## config.mk

```make
export PLATFORM = sky130hd
export DESIGN_NAME = sdram_arbiter_flat
export DESIGN_NICKNAME = d
export VERILOG_FILES = /design/src/rtl/sdram_arb_pkg.sv /design/src/rtl/sdram_arbiter_if.sv /design/src/rtl/arb_rr2.sv /design/src/rtl/sdram_arbiter.sv /design/src/flat_wrapper.sv
export SDC_FILE = /design/constraint.sdc
export NUM_CORES = 1
export LEC_CHECK = 0
export BUFFER_PORTS_ARGS = -buffer_cell sky130_fd_sc_hd__buf_4
export CAP_MARGIN = 10
export CORE_MARGIN = 2
export CORE_UTILIZATION = 30
export CTS_BUF_LIST = sky130_fd_sc_hd__clkbuf_4 sky130_fd_sc_hd__clkbuf_8 sky130_fd_sc_hd__clkbuf_16
export DETAILED_ROUTE_END_ITERATION = 10
export HOLD_SLACK_MARGIN = 0.05
export PLACE_DENSITY = 0.67
export SLEW_MARGIN = 20
export SYNTH_ARGS = -nofsm -noshare
export SYNTH_HDL_FRONTEND = slang
export SYNTH_SLANG_ARGS = --single-unit
```

## constraint.sdc

```tcl
create_clock -name clk -period 1.9 [get_ports clk]
set_clock_uncertainty 0.2 [all_clocks]
set_input_delay 0.095 -clock clk [delete_from_list [all_inputs] [get_ports clk]]
set_output_delay 0.095 -clock clk [all_outputs]
set_load 0.02 [all_outputs]
```

## src/rtl/sdram_arb_pkg.sv

```systemverilog
// sdram_arb_pkg: shared constants and FSM encoding for the SDRAM arbiter.
//   ADDR_W_DEF     default SDRAM word-address width
//   DATA_W_DEF     default command/read data width
//   RD_TIMEOUT_DEF default read-data wait limit in cycles
package sdram_arb_pkg;

   localparam int unsigned ADDR_W_DEF     = 23;
   localparam int unsigned DATA_W_DEF     = 32;
   localparam int unsigned RD_TIMEOUT_DEF = 255;

   typedef enum logic [1:0] {
      IDLE    = 2'd0,
      ISSUE   = 2'd1,
      WAIT_RD = 2'd2
   } arb_state_e;

endpackage

```

## src/rtl/sdram_arbiter_if.sv

```systemverilog
// sdram_arbiter_if: requester ports 0/1, controller command/read-data side
// and the timeout status flag of the SDRAM arbiter.
//   slave  : arbiter view (requests/controller status in, acks/command out)
//   master : environment view (requesters plus SDRAM controller)
interface sdram_arbiter_if
   import sdram_arb_pkg::*;
#(
   parameter int unsigned ADDR_W = ADDR_W_DEF,
   parameter int unsigned DATA_W = DATA_W_DEF
);

   logic              r0_req;
   logic              r0_wr;
   logic [ADDR_W-1:0] r0_addr;
   logic [DATA_W-1:0] r0_wdata;
   logic              r0_ack;
   logic [DATA_W-1:0] r0_rdata;
   logic              r0_rvalid;

   logic              r1_req;
   logic              r1_wr;
   logic [ADDR_W-1:0] r1_addr;
   logic [DATA_W-1:0] r1_wdata;
   logic              r1_ack;
   logic [DATA_W-1:0] r1_rdata;
   logic              r1_rvalid;

   logic              mem_cmd_ready;
   logic              mem_cmd_enable;
   logic              mem_cmd_wr;
   logic [ADDR_W-1:0] mem_cmd_address;
   logic [DATA_W-1:0] mem_cmd_data_in;
   logic [DATA_W-1:0] mem_data_out;
   logic              mem_data_out_ready;

   logic              rd_timeout_err;

   modport slave (
      input  r0_req, r0_wr, r0_addr, r0_wdata,
      output r0_ack, r0_rdata, r0_rvalid,
      input  r1_req, r1_wr, r1_addr, r1_wdata,
      output r1_ack, r1_rdata, r1_rvalid,
      input  mem_cmd_ready, mem_data_out, mem_data_out_ready,
      output mem_cmd_enable, mem_cmd_wr, mem_cmd_address, mem_cmd_data_in,
      output rd_timeout_err
   );

   modport master (
      output r0_req, r0_wr, r0_addr, r0_wdata,
      input  r0_ack, r0_rdata, r0_rvalid,
      output r1_req, r1_wr, r1_addr, r1_wdata,
      input  r1_ack, r1_rdata, r1_rvalid,
      output mem_cmd_ready, mem_data_out, mem_data_out_ready,
      input  mem_cmd_enable, mem_cmd_wr, mem_cmd_address, mem_cmd_data_in,
      input  rd_timeout_err
   );

endinterface

```

## src/rtl/arb_rr2.sv

```systemverilog
// arb_rr2: two-way round-robin selector.
//   clk, rst  clock and synchronous active-low reset
//   req       request vector (bit n = port n)
//   take      grant is being taken this cycle; remember the winner
//   any_c     at least one request present (combinational)
//   winner_c  index of the winning port (combinational)
module arb_rr2 (
   input  logic       clk,
   input  logic       rst,
   input  logic [1:0] req,
   input  logic       take,
   output logic       any_c,
   output logic       winner_c
);

   logic last_q;

   // Sole requester wins; on a tie the port not granted last wins.
   always_comb begin
      any_c    = |req;
      winner_c = 1'b0;
      case (req)
         2'b01:   winner_c = 1'b0;
         2'b10:   winner_c = 1'b1;
         2'b11:   winner_c = ~last_q;
         default: winner_c = 1'b0;
      endcase
   end

   // Pointer starts at 1 so port 0 wins the first tie.
   always_ff @(posedge clk) begin
      if (!rst) begin
         last_q <= 1'b1;
      end else if (take) begin
         last_q <= winner_c;
      end
   end

endmodule

```

## src/rtl/sdram_arbiter.sv

```systemverilog
// sdram_arbiter: shares one SDRAM controller command port between the
// sampler writer (port 0) and the dump reader (port 1), one command at a time.
//   clk  100 MHz SDRAM-domain clock
//   rst  synchronous active-low reset
//   bus  requester ports, controller command/read-data side, timeout flag
module sdram_arbiter
   import sdram_arb_pkg::*;
#(
   parameter int unsigned ADDR_W     = ADDR_W_DEF,
   parameter int unsigned DATA_W     = DATA_W_DEF,
   parameter int unsigned RD_TIMEOUT = RD_TIMEOUT_DEF
) (
   input  logic            clk,
   input  logic            rst,
   sdram_arbiter_if.slave  bus
);

   localparam int unsigned CNT_W = $clog2(RD_TIMEOUT + 1);

   arb_state_e        state_q, state_d;

   logic              owner_q;
   logic              wr_q;
   logic [ADDR_W-1:0] addr_q;
   logic [DATA_W-1:0] wdata_q;
   logic              cmd_en_q;
   logic [1:0]        ack_q;
   logic [1:0]        rvalid_q;
   logic [DATA_W-1:0] rdata0_q;
   logic [DATA_W-1:0] rdata1_q;
   logic              err_q;
   logic [CNT_W-1:0]  cnt_q;

   logic              arb_any_c;
   logic              arb_winner_c;
   logic              grant_c;
   logic              accept_c;
   logic              rd_done_c;
   logic              timeout_c;
   logic [CNT_W-1:0]  cnt_nxt_c;

   arb_rr2 u_arb (
      .clk      (clk),
      .rst      (rst),
      .req      ({bus.r1_req, bus.r0_req}),
      .take     (grant_c),
      .any_c    (arb_any_c),
      .winner_c (arb_winner_c)
   );

   // Saturating wait counter value for the next WAIT_RD cycle.
   assign cnt_nxt_c = (cnt_q == CNT_W'(RD_TIMEOUT)) ? cnt_q : cnt_q + CNT_W'(1);

   // State register.
   always_ff @(posedge clk) begin
      if (!rst) begin
         state_q <= IDLE;
      end else begin
         state_q <= state_d;
      end
   end

   // Next state and per-cycle events.
   always_comb begin
      state_d   = state_q;
      grant_c   = 1'b0;
      accept_c  = 1'b0;
      rd_done_c = 1'b0;
      timeout_c = 1'b0;
      unique case (state_q)
         IDLE: begin
            if (arb_any_c && bus.mem_cmd_ready) begin
               grant_c = 1'b1;
               state_d = ISSUE;
            end
         end
         ISSUE: begin
            if (cmd_en_q && bus.mem_cmd_ready) begin
               accept_c = 1'b1;
               state_d  = wr_q ? IDLE : WAIT_RD;
            end
         end
         WAIT_RD: begin
            if (bus.mem_data_out_ready) begin
               rd_done_c = 1'b1;
               state_d   = IDLE;
            end else if (cnt_nxt_c == CNT_W'(RD_TIMEOUT)) begin
               timeout_c = 1'b1;
               state_d   = IDLE;
            end
         end
         default: state_d = IDLE;
      endcase
   end

   // Registered command fields, handshakes, read data and status.
   always_ff @(posedge clk) begin
      if (!rst) begin
         owner_q  <= 1'b0;
         wr_q     <= 1'b0;
         addr_q   <= '0;
         wdata_q  <= '0;
         cmd_en_q <= 1'b0;
         ack_q    <= '0;
         rvalid_q <= '0;
         rdata0_q <= '0;
         rdata1_q <= '0;
         err_q    <= 1'b0;
         cnt_q    <= '0;
      end else begin
         cmd_en_q <= (state_d == ISSUE);
         ack_q    <= '0;
         rvalid_q <= '0;
         if (grant_c) begin
            owner_q <= arb_winner_c;
            wr_q    <= arb_winner_c ? bus.r1_wr    : bus.r0_wr;
            addr_q  <= arb_winner_c ? bus.r1_addr  : bus.r0_addr;
            wdata_q <= arb_winner_c ? bus.r1_wdata : bus.r0_wdata;
         end
         if (accept_c) begin
            ack_q[owner_q] <= 1'b1;
            cnt_q          <= '0;
         end else if (state_q == WAIT_RD) begin
            cnt_q <= cnt_nxt_c;
         end
         if (rd_done_c) begin
            rvalid_q[owner_q] <= 1'b1;
            if (owner_q) begin
               rdata1_q <= bus.mem_data_out;
            end else begin
               rdata0_q <= bus.mem_data_out;
            end
         end
         if (timeout_c) begin
            err_q <= 1'b1;
         end
      end
   end

   assign bus.mem_cmd_enable  = cmd_en_q;
   assign bus.mem_cmd_wr      = wr_q;
   assign bus.mem_cmd_address = addr_q;
   assign bus.mem_cmd_data_in = wdata_q;
   assign bus.r0_ack          = ack_q[0];
   assign bus.r1_ack          = ack_q[1];
   assign bus.r0_rvalid       = rvalid_q[0];
   assign bus.r1_rvalid       = rvalid_q[1];
   assign bus.r0_rdata        = rdata0_q;
   assign bus.r1_rdata        = rdata1_q;
   assign bus.rd_timeout_err  = err_q;

endmodule
```

## src/flat_wrapper.sv

```systemverilog
// flat-port wrapper written by rule: the top's interface ports become plain ports
module sdram_arbiter_flat import sdram_arb_pkg::*;
#(
   parameter int unsigned ADDR_W     = ADDR_W_DEF,
   parameter int unsigned DATA_W     = DATA_W_DEF,
   parameter int unsigned RD_TIMEOUT = RD_TIMEOUT_DEF
)
  (clk, rst, bus_r0_req, bus_r0_wr, bus_r0_addr, bus_r0_wdata, bus_r0_ack, bus_r0_rdata, bus_r0_rvalid, bus_r1_req, bus_r1_wr, bus_r1_addr, bus_r1_wdata, bus_r1_ack, bus_r1_rdata, bus_r1_rvalid, bus_mem_cmd_ready, bus_mem_data_out, bus_mem_data_out_ready, bus_mem_cmd_enable, bus_mem_cmd_wr, bus_mem_cmd_address, bus_mem_cmd_data_in, bus_rd_timeout_err);
  sdram_arbiter_if #(.ADDR_W(ADDR_W), .DATA_W(DATA_W)) bus_i ();
  input  logic clk;
  input  logic rst;
  input wire logic [$bits(bus_i.r0_req)-1:0] bus_r0_req;
  input wire logic [$bits(bus_i.r0_wr)-1:0] bus_r0_wr;
  input wire logic [$bits(bus_i.r0_addr)-1:0] bus_r0_addr;
  input wire logic [$bits(bus_i.r0_wdata)-1:0] bus_r0_wdata;
  output wire logic [$bits(bus_i.r0_ack)-1:0] bus_r0_ack;
  output wire logic [$bits(bus_i.r0_rdata)-1:0] bus_r0_rdata;
  output wire logic [$bits(bus_i.r0_rvalid)-1:0] bus_r0_rvalid;
  input wire logic [$bits(bus_i.r1_req)-1:0] bus_r1_req;
  input wire logic [$bits(bus_i.r1_wr)-1:0] bus_r1_wr;
  input wire logic [$bits(bus_i.r1_addr)-1:0] bus_r1_addr;
  input wire logic [$bits(bus_i.r1_wdata)-1:0] bus_r1_wdata;
  output wire logic [$bits(bus_i.r1_ack)-1:0] bus_r1_ack;
  output wire logic [$bits(bus_i.r1_rdata)-1:0] bus_r1_rdata;
  output wire logic [$bits(bus_i.r1_rvalid)-1:0] bus_r1_rvalid;
  input wire logic [$bits(bus_i.mem_cmd_ready)-1:0] bus_mem_cmd_ready;
  input wire logic [$bits(bus_i.mem_data_out)-1:0] bus_mem_data_out;
  input wire logic [$bits(bus_i.mem_data_out_ready)-1:0] bus_mem_data_out_ready;
  output wire logic [$bits(bus_i.mem_cmd_enable)-1:0] bus_mem_cmd_enable;
  output wire logic [$bits(bus_i.mem_cmd_wr)-1:0] bus_mem_cmd_wr;
  output wire logic [$bits(bus_i.mem_cmd_address)-1:0] bus_mem_cmd_address;
  output wire logic [$bits(bus_i.mem_cmd_data_in)-1:0] bus_mem_cmd_data_in;
  output wire logic [$bits(bus_i.rd_timeout_err)-1:0] bus_rd_timeout_err;
  assign bus_i.r0_req = bus_r0_req;
  assign bus_i.r0_wr = bus_r0_wr;
  assign bus_i.r0_addr = bus_r0_addr;
  assign bus_i.r0_wdata = bus_r0_wdata;
  assign bus_r0_ack = bus_i.r0_ack;
  assign bus_r0_rdata = bus_i.r0_rdata;
  assign bus_r0_rvalid = bus_i.r0_rvalid;
  assign bus_i.r1_req = bus_r1_req;
  assign bus_i.r1_wr = bus_r1_wr;
  assign bus_i.r1_addr = bus_r1_addr;
  assign bus_i.r1_wdata = bus_r1_wdata;
  assign bus_r1_ack = bus_i.r1_ack;
  assign bus_r1_rdata = bus_i.r1_rdata;
  assign bus_r1_rvalid = bus_i.r1_rvalid;
  assign bus_i.mem_cmd_ready = bus_mem_cmd_ready;
  assign bus_i.mem_data_out = bus_mem_data_out;
  assign bus_i.mem_data_out_ready = bus_mem_data_out_ready;
  assign bus_mem_cmd_enable = bus_i.mem_cmd_enable;
  assign bus_mem_cmd_wr = bus_i.mem_cmd_wr;
  assign bus_mem_cmd_address = bus_i.mem_cmd_address;
  assign bus_mem_cmd_data_in = bus_i.mem_cmd_data_in;
  assign bus_rd_timeout_err = bus_i.rd_timeout_err;
  sdram_arbiter #(.ADDR_W(ADDR_W), .DATA_W(DATA_W), .RD_TIMEOUT(RD_TIMEOUT)) u_core (.clk(clk), .rst(rst), .bus(bus_i));
endmodule
```

==> metrics.yaml, run 1 <==
yosys:
  syn_avg_cell_area_um2: 9.302
  syn_area_um2: 5777
  synth_most_common_cell: "nand2_1"
  synth-main-ff-cell: "dfxtp_1"
  yosysWarnings: 0
  yosysTopAreaCellShare: 0.4782
  ys_ff_latch: 138
  synth_common_cells: "nand2_1, dfxtp_1, a21boi_0"
  yosysSeqAreaShare: 0.4782
  synth_edf_count: 0
  synthArstFlopShare: 0
  netlist_top_cells_area: "dfxtp_1, nand2_1, mux2i_1"
  synth_area_leader_cell: "dfxtp_1"
  syn_inst: 621
  yosysUniqueCellTypes: 34
  syn_nets: 772
run_status:
  status: "complete, no violations"
routing:
  wl_mm: 20.00
  wl_per_cell_um: 15.14
  ant_nets: 0
  viasPerCell: 4.604
  drc: 0
  drt_iter0_drc: 196
  num_vias: 6082
  drtPass1Iterations: 5
power:
  vdd_drop_max_mv: 0.5459
  p_leak_uw: 0.004934
  cellPowerDensity_nw_per_um2: 739.9
critical_path:
  r2r_start: "u_core.cnt_q[0]"
  cp_max_fo: 31
  reg2reg_depth: 6
  worstPathArrival_ns: 1.89
  cp-start-kind: "input pin"
  endpoint_kind: "flop"
  critPathRequiredTime_ns: 2.01
  rrSetupSlack_ns: 0.17
  critPathKind: "in2reg"
  r2r-end: "u_core.cnt_q[1]"
cts:
  clockRootBuffer: "clkbuf_16"
  cts_buffers: 17
  clk_latency_ns: 0.41
  cts_tree: "built"
  cts_max_path_buffers: 2
  clk_pin_slew_ns: 0.06
  cts_max_level: 4
  cts.sink_count: 138
sta:
  fin_tns_setup_ns: 0
  max_slew_margin: 0.7879
  slew_viol_final: 0
  fmax_mhz: 562.3
  period_share: 0.9359
  hold_viol_final: 0
  fin_crit_ns: 1.778
  rsz0062_at_grt: "false"
  setup_violations: 0
  worstMarginPinSlew_ns: 0.3173
layout:
  multiInputGateArea_um2: 2751
  layout-drive-gt1-share: 0.3233
  fill_cells: 1588
  stdcell_count: 1321
  regArea_um2: 2763
  syn2layout_area_growth_pct: 78.75
  diodes: 0
  num-nets-final: 1199
placed_design:
  placed_cells: 1139
  dp_hpwl_mm: 12.41
  routabilityCongestion: 0.7858
  portBuffers: 275
hold_path:
  hp-class: "in2reg"
  holdPathStages: 5
  hold_end: "u_core.owner_q"
  hp-start: "bus_r1_req"
floorplanning:
  core.rowCount: 50
  design.core.area_um2: 18830
  start_util: 0.3068
  die_area_um2: 20380
  die-height_um: 142.8
  die_w_um: 142.8
  ioPinCount: 276
global_routing:
  grt_use_total: 0.1955
  antenna_found_initial: 0
  grt_pass1_wl_mm: 31.37
  grt_max_degree: 45
  overflow: 0
  grt_pass1_vias: 6288
job:
  maxCapViolCount: 0
## metrics by stage
step / setup slack [ns] / hold WS (ns) / util / total power [µW] / cell area, µm²
final: 0.1217 / 0.1120 / 0.5484 / 7641 / 10330
after detailed placement: 0.1182 / 0.1729 / 0.4391 / 4268 / 8268
after global routing: 0.008606 / 0.1420 / 0.5484 / 7968 / 10330
after CTS: 0.06631 / 0.09878 / 0.5478 / 7697 / 10320
after floorplan: 0.1808 / 0.03992 / - / 3675 / 5777
after global placement: 0.1553 / 0.1643 / 0.4391 / 4259 / 8268
## report_power, final
| group | switching (µW) | internal, µW |
|---|---|---|
| clock network | 1330 | 1820 |
| logic | 599 | 804 |
| registers | 73.4 | 3020 |
| total | 2000 | 5640 |
## how the worst max path moves through the flow
stage                      start                             end  slack, ns  cells after the start
6_report              bus_r0_req  u_core.bus.mem_cmd_data_in[18]       0.12                      8
5_1_grt        u_core.state_q[1]          u_core.bus.r0_rdata[8]      0.009                      6
4_1_cts        u_core.state_q[1]                  u_core.owner_q       0.07                      4
3_5_place_dp     u_core.cnt_q[0]       u_core.bus.rd_timeout_err       0.12                      5
3_3_place_gp     u_core.cnt_q[0]       u_core.bus.rd_timeout_err       0.16                      5
2_1_floorplan    u_core.cnt_q[0]                 u_core.cnt_q[1]       0.18                      5
## cells by family (layout without fill, tap and decap cells)
family                     after synthesis  count (layout)  synth area share
and+or+nand+nor                        242             242            0.1739
DFF                                    138             138            0.4782
buffers and inverters                   48             488           0.04787
muxes                                   57              57           0.09877
xor gates and xnor gates                 2               2          0.003033
adders and majority gates                1               1          0.002166
AOI/OAI and AO/OA                      133             133            0.1960
## flip-flops by register name (all words and copies together), names as in the netlist
register and cells:
u_core.state_q 2, u_core.bus.mem_cmd_address 23, u_core.ack_q 2, u_core.u_arb.last_q 1, u_core.rvalid_q 2, u_core.bus.mem_cmd_data_in 32
u_core.bus.mem_cmd_enable 1, u_core.bus.r1_rdata 32, u_core.bus.rd_timeout_err 1, u_core.bus.r0_rdata 32, u_core.owner_q 1, u_core.cnt_q 8
u_core.bus.mem_cmd_wr 1
## repair_timing
action | CTS | global route
buffers inserted | 0 | 1
setup endpoints to repair | 0 | 4
resized for setup | 0 | 1
hold buffers | 149 | 0
hold endpoints to repair | 137 | 0
## routing by layer
| layer | share of wire | vias to the layer above | global-route usage |
|---|---|---|---|
| met5 | 0 | - | 0 |
| met1 | 0.41 | 2797 | 0.2211 |
| li1 | - | 2984 | - |
| met2 | 0.48 | 265 | 0.3401 |
| met3 | 0.087 | 36 | 0.06372 |
| met4 | 0.023 | 0 | 0.07869 |
## final cells by class
type,count,share of cell area
tap,260,0.03150
clock buffer,18,0.04192
inverter,1,0.0003635
timing repair buffer,455,0.3802
sequential,138,0.2675
multi-input combinational,435,0.2664
clock inverter,14,0.01200
## layout by cell type, fill, tap and decap left out, types with 2 or more instances in the layout
cell           Yosys  layout
clkinv_4           0       3
dlygate4sd3_1      0     149
nand4_1            3       3
a21oi_1            4       4
nand3_1            8       8
clkbuf_16          0      17
o21ai_0            2       2
clkinv_2           0       4
clkinvlp_4         0       4
dfxtp_1          138     138
nor2_1            12      12
inv_6              0       2
nand2_1          192     192
nand2b_1           3       3
o211a_1           56      56
a21boi_0          64      64
and3_1             3       3
buf_12             0      11
nor2b_1            5       5
nor3_1             9       9
and2_1             2       2
mux2i_1           57      57
buf_4             12     295
## critical path, stage by stage
cell           delay (ns)
dlygate4sd3_1        0.54
buf_4                0.15
a21boi_4             0.18
buf_12               0.23
buf_4                0.20
mux2i_1              0.24
nand2_1              0.09
o211a_1              0.12
(Power assumes the default switching activity.)
==> run 2, diff against run 1 <==
Clock period 1.9 ns to 2.2 ns, I/O delays scaled along.
==> metrics.yaml, run 2 (synthesized netlist as in run 1, its figures left out) <==
run_status:
  status: "complete, no violations"
power:
  vdd_drop_max_mv: 0.4987
  clkPwrFrac: 0.433
  intPower_uw: 5021
  p_comb_frac: 0.172
  cellPowerDensity_nw_per_um2: 661.6
  netSwitchingPower_uw: 1728
  fin_total_pwr_uw: 6749
  share_seq_of_total_power: 0.396
  switching_share: 0.2560
  p_leak_uw: 0.004873
global_routing:
  antenna_found_initial: 1
  overflow: 0
  grt_pass1_wl_mm: 30.55
  grt_max_degree: 117
  grt_pass1_vias: 6011
  grt_use_total: 0.1901
critical_path:
  cp-start-kind: "flop"
  cp_max_fo: 11
  endpoint_kind: "flop"
  critPathKind: "reg2reg"
  rrSetupSlack_ns: 0.09
  critPathRequiredTime_ns: 2.31
  worstPathArrival_ns: 2.22
  reg2reg_depth: 5
floorplanning:
  core.rowCount: 50
  die-height_um: 142.8
  design.core.area_um2: 18830
  die_w_um: 142.8
  ioPinCount: 276
  start_util: 0.3068
  die_area_um2: 20380
routing:
  drt_iter0_drc: 206
  drtPass1Iterations: 5
  wl_per_cell_um: 15.02
  drc: 0
  num_vias: 6047
  ant_nets: 0
  viasPerCell: 4.627
  wl_mm: 19.63
cts:
  clk_pin_slew_ns: 0.07
  clockRootBuffer: "clkbuf_16"
  clk_latency_ns: 0.41
  cts_max_path_buffers: 2
  cts_max_level: 4
  cts.sink_count: 138
  cts_buffers: 17
  post_cts.repair.setup_buffers: 0
  cts_tree: "built"
sta:
  period_share: 0.9577
  fin_tns_setup_ns: 0
  fmax_mhz: 474.6
  fin_crit_ns: 2.107
  max_slew_margin: 0.6375
  rsz0062_at_grt: "false"
  slew_viol_final: 0
  worstMarginPinSlew_ns: 0.5424
  hold_viol_final: 0
  setup_violations: 0
layout:
  layout_common_cells: "buf_4, nand2_1, dlygate4sd3_1, dfxtp_1, a21boi_0"
  syn2layout_area_growth_pct: 76.59
  multiInputGateArea_um2: 2749
  layout-drive-gt1-share: 0.3145
  num-nets-final: 1184
  regArea_um2: 2763
  fill_cells: 1608
  stdcell_count: 1307
  layout_commonest_cell: "buf_4"
placed_design:
  routabilityCongestion: 0.7853
  portBuffers: 275
  dp_hpwl_mm: 12.07
  placed_cells: 1127
job:
  maxCapViolCount: 0
hold_path:
  hp-class: "in2reg"
  holdPathStages: 5
==> run 2: cell count changes in the layout (fill, tap and decap cells not counted) <==
cell / delta
buf_12: -4
ha_2: -1
bufinv_16: +1
inv_6: +1
clkbuf_8: +2
ha_1: +1
diode_2: +1
dlygate4sd3_1: -2
buf_4: -9
clkinvlp_4: -3
clkinv_2: -2
clkinv_4: +1
==> run 2: path summary, 6_finish.rpt <==
kind / from / to
min reg2reg: u_core.bus.r1_rdata[14] / u_core.bus.r1_rdata[14]
min: bus_r0_req / u_core.owner_q
max reg2reg: u_core.u_arb.last_q / u_core.bus.mem_cmd_data_in[10]
max: u_core.u_arb.last_q / u_core.bus.mem_cmd_data_in[10]
==> run 2: routing by layer <==
metal,vias up,wire (µm),part of all wire,track usage
met3,42,1643,0.084,0.06640
li1,2963,-,-,-
met5,-,0,0,0
met1,2779,8219,0.42,0.2212
met4,0,518,0.026,0.07817
met2,263,9246,0.47,0.3191
==> run 2: repair_timing <==
action                                  CTS  global route
endpoints found under the setup margin    0             0
endpoints found under the hold margin   135             0
hold buffers                            147             0
resized for setup                         0             0
==> run 2: layout make-up <==
cell class / instances / area share
timing repair buffer: 440 / 0.3685
clock buffer: 20 / 0.04514
multi-input combinational: 435 / 0.2695
antenna: 1 / 0.0002453
sequential: 138 / 0.2708
clock inverter: 12 / 0.01361
inverter: 1 / 0.0003680
tap: 260 / 0.03189
==> run 2: worst max-delay path: stages (launching register included) <==
cell and delay [ns]:
dfxtp_1 0.33, a21boi_4 0.47, mux2i_1 0.25, dlygate4sd3_1 0.57, nand2_1 0.05, o211a_1 0.14
==> run 2: per-stage QoR <==
step           hold slack (ns)  worst slack (ns)  cell area [µm²]    util
3_5_place_dp            0.1863            0.2972             8128  0.4316
3_3_place_gp            0.1807            0.3645             8128  0.4316
6_report                0.1000           0.09306            10200  0.5417
2_1_floorplan          0.05492            0.4808             5777       -
4_1_cts                 0.1048           0.07724            10200  0.5416
5_1_grt                 0.1139           0.02909            10200  0.5417
==> run 2: power groups by stage <==
stage	sequential, µW	clock [µW]	combinational (µW)
after floorplan	2840	0	337
after global placement	2720	0	921
after detailed placement	2720	0	926
after CTS	2670	2990	1140
after global routing	2680	3120	1240
final	2670	2920	1160
==> run 3, diff against run 2 <==
Settings changed: CORE_ASPECT_RATIO set to 0.9, CORE_UTILIZATION 30 to 25, PLACE_DENSITY 0.67 to 0.59.
==> metrics.yaml, run 3 (synthesized netlist as in run 1, its figures left out) <==
critical_path:
  cp_max_fo: 17
  worstPathArrival_ns: 2.26
  worstSetupStartpoint: "u_core.u_arb.last_q"
  critPathMaxStageDelay_ns: 0.57
  reg2reg_depth: 7
  critPathRequiredTime_ns: 2.30
  r2r-end: "u_core.bus.mem_cmd_address[21]"
  crit_slowest_cell: "dlygate4sd3_1"
  endpoint_kind: "flop"
  rrSetupSlack_ns: 0.05
  worstPathCellList: "a21boi_4, buf_6, clkbuf_16, mux2i_1, dlygate4sd3_1, nand2_1, o211a_1"
  r2r_start: "u_core.u_arb.last_q"
  crit_end: "u_core.bus.mem_cmd_address[21]"
  critPathKind: "reg2reg"
  cp-start-kind: "flop"
global_routing:
  grt_use_total: 0.1548
  grt_max_degree: 117
  overflow: 0
  grt_pass1_vias: 6009
  grt_pass1_wl_mm: 30.12
  antenna_found_initial: 0
cts:
  cts_max_level: 4
  clk_latency_ns: 0.41
  clk_pin_slew_ns: 0.06
  clockRootBuffer: "clkbuf_16"
  cts_buffers: 17
  cts.sink_count: 138
  cts_tree: "built"
  cts_max_path_buffers: 2
floorplanning:
  die_w_um: 164.2
  core.rowCount: 52
  start_util: 0.2559
  design.core.area_um2: 22580
  die_area_um2: 24340
  die-height_um: 148.2
  ioPinCount: 276
run_status:
  status: "complete, no violations"
routing:
  highest_layer: "met4"
  wl_mm: 19.67
  num_vias: 5993
  drt_iter0_drc: 336
  met1_length_mm: 8.124
  viasPerCell: 4.466
  dr_wl_met2_mm: 9.215
  ant_nets: 0
  drtPass1Iterations: 4
  drc: 0
  wl_met3_mm: 1.968
  wl_per_cell_um: 14.65
layout:
  layout-drive-gt1-share: 0.3158
  num-nets-final: 1185
  diodes: 0
  final_util: 0.4557
  layout_commonest_cell: "buf_4"
  syn2layout_area_growth_pct: 78.10
  design_area_um2: 10290
  layout_common_cells: "buf_4, nand2_1, dlygate4sd3_1, dfxtp_1, a21boi_0"
power:
  clkPwrFrac: 0.432
  vdd_drop_max_mv: 0.4258
  p_leak_uw: 0.004870
  cellPowerDensity_nw_per_um2: 661.5
  switching_share: 0.2528
  fin_total_pwr_uw: 6806
  share_seq_of_total_power: 0.392
  p_comb_frac: 0.175
  netSwitchingPower_uw: 1721
  intPower_uw: 5085
sta:
  fin_tns_setup_ns: 0
  fmax_mhz: 465.0
  max_slew_margin: 0.6636
  setup_violations: 0
  whs_ns: 0.2610
  period_share: 0.9776
  fin_crit_ns: 2.151
  slew_viol_final: 0
  worstMarginPinSlew_ns: 0.5047
  hold_viol_final: 0
placed_design:
  dp_hpwl_mm: 12.32
  routabilityCongestion: 0.8273
  placed_area_um2: 8089
  portBuffers: 275
hold_path:
  holdPathStages: 2
  hp-class: "reg2reg"
job:
  maxCapViolCount: 0
[run 3: cell types whose count changed in the layout (fill, tap and decap cells not counted), sizes merged]
cell	change
clkinvlp	+3
buf	-2
clkbuf	-1
diode	-1
inv	+1
bufinv	+1
clkinv	-4
dlygate4sd3	+1
[run 3: worst min-delay path by stage]
stage                                 startpoint                       to  slack [ns]
after CTS                 u_core.bus.r1_rdata[3]   u_core.bus.r1_rdata[3]        0.27
after global routing      u_core.bus.r1_rdata[3]   u_core.bus.r1_rdata[3]        0.28
after floorplan             bus_mem_data_out[10]  u_core.bus.r0_rdata[10]        0.05
final                     u_core.bus.r1_rdata[3]   u_core.bus.r1_rdata[3]        0.26
after global placement      bus_mem_data_out[26]  u_core.bus.r0_rdata[26]        0.18
after detailed placement    bus_mem_data_out[16]  u_core.bus.r0_rdata[16]        0.19
[run 3: power by group through the flow]
stage | clock (µW) | sequential, µW | combinational [µW]
floorplan | 0 | 2840 | 337
global placement | 0 | 2720 | 907
detailed placement | 0 | 2720 | 909
CTS | 3030 | 2670 | 1150
global route | 3140 | 2680 | 1280
finish | 2940 | 2670 | 1190
[run 3: metrics by stage]
step	worst slack, ns	std cells
2_1_floorplan	0.4808	621
3_3_place_gp	0.3125	1156
3_5_place_dp	0.2732	1156
4_1_cts	0.03625	1334
5_1_grt	-0.04042	1342
6_report	0.04939	1342
[run 3: timing repair]
item                                   4_1_cts  5_1_grt
hold buffers                               148        2
resized for setup                            0        8
setup endpoints to repair                    0        8
buffers inserted                             0        6
endpoints found under the hold margin      136        2
[run 3: per-layer routing]
metal,up-vias,global-route usage
li1,2954,-
met1,2788,0.1764
met2,228,0.2640
met3,23,0.06470
met4,0,0.04561
met5,-,0
[run 3: worst max-delay path, delay by kind of cell (launching register included)]
kind                   cells  cell delay (ns)
AO/OA/AOI/OAI              2             0.33
buffers and inverters      3             0.90
flip-flops                 1             0.33
multiplexers               1             0.22
AND/OR/NAND/NOR            1             0.05
[run 3: layout make-up]
class,instances,area [µm²]
well taps,297,371.6
fillers,2164,12290
inverters,1,3.754
repair buffers,441,3799
clock inverters,13,168.9
multi-input cells,435,2756
flip-flops and latches,138,2764
clock buffers,17,425.4
